<file path="config.mk">
export PLATFORM = sky130hd
export DESIGN_NAME = ul_srch_90k_seq
export DESIGN_NICKNAME = d
export VERILOG_FILES = /design/src/rtl/ul_srch_pkg.sv /design/src/rtl/ul_srch_90k_cnt.sv /design/src/rtl/ul_srch_90k_seq.sv
export SDC_FILE = /design/constraint.sdc
export NUM_CORES = 1
export LEC_CHECK = 0
export BUFFER_PORTS_ARGS = -buffer_cell sky130_fd_sc_hd__buf_2
export CAP_MARGIN = 20
export CORE_UTILIZATION = 55
export CTS_CLUSTER_SIZE = 24
export DETAILED_ROUTE_END_ITERATION = 8
export PLACE_DENSITY = 0.81
export SLEW_MARGIN = 20
export SYNTH_ARGS = -nofsm -noshare
export SYNTH_HDL_FRONTEND = slang
export SYNTH_SLANG_ARGS = --single-unit
</file>
<file path="constraint.sdc">
create_clock -name clk -period 3.55 [get_ports clk]
set_input_delay 0.1775 -clock clk [delete_from_list [all_inputs] [get_ports clk]]
set_output_delay 0.1775 -clock clk [all_outputs]
set_load 0.1 [all_outputs]
</file>
<file path="src/rtl/ul_srch_pkg.sv">
// Shared constants and types for the uplink search RE sequencer: SCS codes,
// per-SCS segment gap, and the sequencer FSM states.
package ul_srch_pkg;

    localparam logic [1:0] SCS_INV = 2'd0;
    localparam logic [1:0] SCS_18  = 2'd1;
    localparam logic [1:0] SCS_6   = 2'd2;
    localparam logic [1:0] SCS_3   = 2'd3;

    localparam logic [4:0] GAP_18 = 5'd18;
    localparam logic [4:0] GAP_6  = 5'd6;
    localparam logic [4:0] GAP_3  = 5'd3;

    localparam int SEG_NUM = 10;

    typedef enum logic [1:0] {
        ST_IDLE = 2'd0,
        ST_RUN  = 2'd1,
        ST_DONE = 2'd2
    } state_t;

    function automatic logic [4:0] gap_of(input logic [1:0] scs);
        logic [4:0] gap;
        case (scs)
            SCS_18:  gap = GAP_18;
            SCS_6:   gap = GAP_6;
            SCS_3:   gap = GAP_3;
            default: gap = 5'd0;
        endcase
        return gap;
    endfunction

    // Largest legal run length: one full set of segments at the selected gap.
    function automatic logic [7:0] max_re(input logic [1:0] scs);
        return 8'(SEG_NUM * int'(gap_of(scs)));
    endfunction

endpackage

</file>
<file path="src/rtl/ul_srch_90k_cnt.sv">
// Segment/offset wrap counter: offset counts 0..gap-1, segment steps on each wrap.
module ul_srch_90k_cnt
    import ul_srch_pkg::*;
(
    input  logic       clk,
    input  logic       rst_n,
    input  logic       clr,
    input  logic       inc,
    input  logic [4:0] gap,
    output logic [3:0] seg,
    output logic [4:0] mod
);

    logic [3:0] seg_reg;
    logic [4:0] mod_reg;
    logic       wrap;

    assign wrap = (mod_reg == gap - 5'd1);

    always_ff @(posedge clk) begin
        if (!rst_n) begin
            seg_reg <= 4'd0;
            mod_reg <= 5'd0;
        end else if (clr) begin
            seg_reg <= 4'd0;
            mod_reg <= 5'd0;
        end else if (inc) begin
            if (wrap) begin
                mod_reg <= 5'd0;
                seg_reg <= seg_reg + 4'd1;
            end else begin
                mod_reg <= mod_reg + 5'd1;
            end
        end
    end

    assign seg = seg_reg;
    assign mod = mod_reg;

endmodule

</file>
<file path="src/rtl/ul_srch_90k_seq.sv">
// Uplink search RE sequencer: walks re_num REs, emitting index plus segment/offset
// per beat under valid/ready flow control.
module ul_srch_90k_seq
    import ul_srch_pkg::*;
(
    input  logic       clk,
    input  logic       rst_n,
    input  logic       start,
    input  logic [1:0] scs,
    input  logic [7:0] re_num,
    input  logic       abort,
    input  logic       out_ready,
    output logic       out_vld,
    output logic [7:0] re_index,
    output logic [3:0] srch_seg,
    output logic [4:0] srch_mod,
    output logic       last,
    output logic       busy,
    output logic       done,
    output logic       cfg_err
);

    state_t     state_reg, state_next;
    logic [1:0] scs_reg;
    logic [7:0] re_num_reg;
    logic [7:0] re_index_reg, re_index_next;
    logic       last_reg, last_next;
    logic       cfg_err_reg, cfg_err_next;

    logic cfg_ok;
    logic load;
    logic beat_acc;
    logic advance;

    assign cfg_ok   = (scs != SCS_INV) && (re_num != 8'd0) && (re_num <= max_re(scs));
    assign load     = (state_reg == ST_IDLE) && start && cfg_ok;
    assign beat_acc = (state_reg == ST_RUN) && out_ready;
    // Abort wins over a beat accepted in the same cycle.
    assign advance  = beat_acc && !last_reg && !abort;

    always_ff @(posedge clk) begin
        if (!rst_n) begin
            state_reg    <= ST_IDLE;
            scs_reg      <= 2'd0;
            re_num_reg   <= 8'd0;
            re_index_reg <= 8'd0;
            last_reg     <= 1'b0;
            cfg_err_reg  <= 1'b0;
        end else begin
            state_reg    <= state_next;
            re_index_reg <= re_index_next;
            last_reg     <= last_next;
            cfg_err_reg  <= cfg_err_next;
            if (load) begin
                scs_reg    <= scs;
                re_num_reg <= re_num;
            end
        end
    end

    always_comb begin
        state_next = state_reg;
        case (state_reg)
            ST_IDLE: if (load) state_next = ST_RUN;
            ST_RUN: begin
                if (abort)
                    state_next = ST_IDLE;
                else if (beat_acc && last_reg)
                    state_next = ST_DONE;
            end
            ST_DONE: state_next = ST_IDLE;
            default: state_next = ST_IDLE;
        endcase
    end

    // last is precomputed one beat ahead so it stays a plain register.
    always_comb begin
        re_index_next = re_index_reg;
        last_next     = last_reg;
        cfg_err_next  = (state_reg == ST_IDLE) && start && !cfg_ok;
        if (load) begin
            re_index_next = 8'd0;
            last_next     = (re_num == 8'd1);
        end else if (state_next != ST_RUN) begin
            last_next = 1'b0;
        end else if (advance) begin
            re_index_next = re_index_reg + 8'd1;
            last_next     = (re_index_reg + 8'd1 == re_num_reg - 8'd1);
        end
    end

    ul_srch_90k_cnt u_cnt (
        .clk   (clk),
        .rst_n (rst_n),
        .clr   (load),
        .inc   (advance),
        .gap   (gap_of(scs_reg)),
        .seg   (srch_seg),
        .mod   (srch_mod)
    );

    assign out_vld  = (state_reg == ST_RUN);
    assign busy     = (state_reg != ST_IDLE);
    assign done     = (state_reg == ST_DONE);
    assign re_index = re_index_reg;
    assign last     = last_reg;
    assign cfg_err  = cfg_err_reg;

endmodule
</file>
==> flow_metrics.env <==
export IMPL_status="complete, no violations"
export IMPL_row_count=21
export IMPL_startpoint_type="flip-flop"
export IMPL_yosysWarnings=0
export IMPL_viasPerCell=5.36
export IMPL_synth_top_cell_by_area="dfxtp_1"
export IMPL_port_buffers=36
export IMPL_io_pins=37
export IMPL_cts_reportedPaths_clkPinSlew_ns=0.09
export IMPL_ys_flop_type="dfxtp_1"
export IMPL_async_flop_share_pct=0
export IMPL_critical_path_required_ns=3.78
export IMPL_path_class="reg2reg"
export IMPL_yosys_top_cells_area="dfxtp_1 31%, ha_1 14%, xnor2_1 9.6%"
export IMPL_die_area_mm2=0.00390
export IMPL_hold_depth=3
export IMPL_hold_class="in2reg"
export IMPL_cp_cell_sequence="inv_1 -> ha_1 -> or4_4 -> a2111oi_4 -> nand4_1 -> xor2_1 -> nor2_2"
export IMPL_pre_cts_slack_ns=1.08
export IMPL_dpl_hpwl_um=3220
export IMPL_cts_buffers=5
export IMPL_dr_pass1_iters=4
export IMPL_synth_top_area_share_pct=30.9
export IMPL_maxCapViolations=0
export IMPL_fin_worst_skew_ns=0.00911
export IMPL_finalCritPeriodShare_pct=62.6
export IMPL_grt_pass1_vias=1652
export IMPL_die_w_um=62.4
export IMPL_drtIter0Drc=73
export IMPL_setup_ws_ns=1.33
export IMPL_drtAntennaViolNets=0
export IMPL_clk_path_buf_depth=2
export IMPL_final_common_cell="buf_2"
export IMPL_critPathMaxStageDelay_ns=0.57
export IMPL_setup_viol=0
export IMPL_synthMuxAreaShare_pct=0.498
export IMPL_syn_area_mm2=0.00201
export IMPL_postSynthCellCount=241
export IMPL_design_core_area_mm2=0.00342
export IMPL_ir_drop_mv=0.171
export IMPL_syn_nets=278
export IMPL_fmax_mhz=450
export IMPL_post_synth_fa_ha_maj_area_fraction_pct=13.7
export IMPL_initial_utilization_pct=58.8
export IMPL_timing_hold_violations_final=0
export IMPL_finalCoreUtilization_pct=67.3
export IMPL_holdBufCountCts=0
export IMPL_cts_sinks=31
export IMPL_routed_wirelength_um=4100
export IMPL_grt_ovfl_total=0
export IMPL_die_y_um=62.4
export IMPL_leakagePower_uw=0.00101
export IMPL_maxSlewHeadroom_pct=54.0
export IMPL_insertion_delay_ns=0.34
export IMPL_synth_top_family_by_area="simple AND/OR/NAND/NOR gates"
export IMPL_grt_start_max_net_pins=18
export IMPL_synth_edf_count=0
export IMPL_setup_tns_ns=0
export IMPL_synth_xor_area_share_pct=16.6
export IMPL_wl_per_cell_um=12.6
export IMPL_synth_compound_area_share_pct=11.8
export IMPL_crit_slowest_cell="a2111oi_4"
export IMPL_antenna_found_initial=0
export IMPL_grt_pass1_wl_um=7320
export IMPL_avgSynthCellArea_um2=8.34
export IMPL_rsz0062_at_grt="false"
export IMPL_antenna_cells=0
export IMPL_rr_worst_depth=7
export IMPL_clockRootBuffer="clkbuf_4"
export IMPL_ys_seq_area_share_pct=30.9
export IMPL_layout_drive_gt1_share_pct=19.0
export IMPL_cts_setup_buffers=0
export IMPL_powerDensity_mw_per_mm2=322
export IMPL_cts_resized_gates=0
export IMPL_finalCriticalPeriod_ns=2.22
export IMPL_ys_ff_latch=31
export IMPL_tightest_slew_ns=0.686
export IMPL_cts_max_level=2
export IMPL_layout_common_cells="36 x buf_2, 31 x dfxtp_1, 22 x xnor2_1, 22 x ha_1, 21 x nor2_1"
export IMPL_critPathMaxFanout=6
export IMPL_layout_nets=316
export IMPL_vias=1742
export IMPL_gp_congestion=0.845
export IMPL_areaGrowthSynthToFinish_pct=14.3
export IMPL_slew_viol_final=0
export IMPL_synthSimpleGateAreaFrac_pct=22.9
export IMPL_crit_arrival_ns=2.45
export IMPL_cts_tree="yes"
export IMPL_track_usage_pct=23.5
export IMPL_synth_cell_types=36
export IMPL_cp_end_kind="flip-flop"
export IMPL_remaining_drc_errors=0
==> routing by layer <==
layer	up-vias	GRT usage [%]	wire (µm)
li1	903	-	-
met1	806	29.8	1970
met2	28	38.3	1970
met3	5	5.47	116
met4	0	9.59	41
met5	-	0	0
==> stage by stage <==
stage,hold WS [ns],std cells,instance area (µm²),power [µW]
detailed placement,0.461,318,2240,538
CTS,0.100,325,2290,745
floorplan,0.307,241,2010,499
global placement,0.456,318,2240,534
finish,0.105,325,2300,741
global route,0.114,325,2300,784
==> final timing paths <==
| path | startpoint | end | slack [ns] |
|---|---|---|---|
| max reg2reg | scs_reg[1] | u_cnt.seg[3] | 1.33 |
| max | scs_reg[1] | u_cnt.seg[3] | 1.33 |
| min reg2reg | re_index[1] | re_index[1] | 0.49 |
| min | start | cfg_err | 0.10 |
==> cells in the mapped netlist (3+ instances only) <==
library cell,number
a21oi_1,18
clkbuf_1,7
dfxtp_1,31
ha_1,22
inv_1,13
nand2_1,17
nand3_1,15
nand4_1,5
nor2_1,21
nor2b_1,3
nor3_1,8
nor3b_1,3
nor4_1,3
o21ai_0,15
xnor2_1,22
xor2_1,16
==> layout make-up <==
class | instances | area [µm²]
Multi-Input combinational cell | 190 | 1320
Timing Repair Buffer | 38 | 195
Clock inverter | 1 | 5.00
Tap cell | 46 | 57.6
Clock buffer | 6 | 51.3
Sequential cell | 31 | 621
Fill cell | 319 | 1120
Inverter | 13 | 48.8
==> critical path: cells and delay by family, from the launching register on <==
family,cells,cell delay (ns)
AOI/OAI and AO/OA,1,0.57
and+or+nand+nor,3,0.66
buffers and inverters,1,0.07
xor gates and xnor gates,1,0.18
DFF,1,0.43
adders and majority gates,1,0.20
==> cell families (layout without fill, tap and decap cells) <==
family,count (synthesis),count (layout)
simple gates,89,89
mux,1,1
compound gates,40,40
buf+inv,20,58
flops,31,31
xor+xnor,38,38
fa+ha+maj,22,22
==> power by group <==
group | internal, µW | leakage [µW] | switching, µW | total, µW
Sequential | 356 | 0.000251 | 8.91 | 365
Combinational | 64.6 | 0.000729 | 101 | 166
Clock | 91.5 | 0.0000341 | 118 | 210
Note: power is estimated with default switching activity, not from simulation.
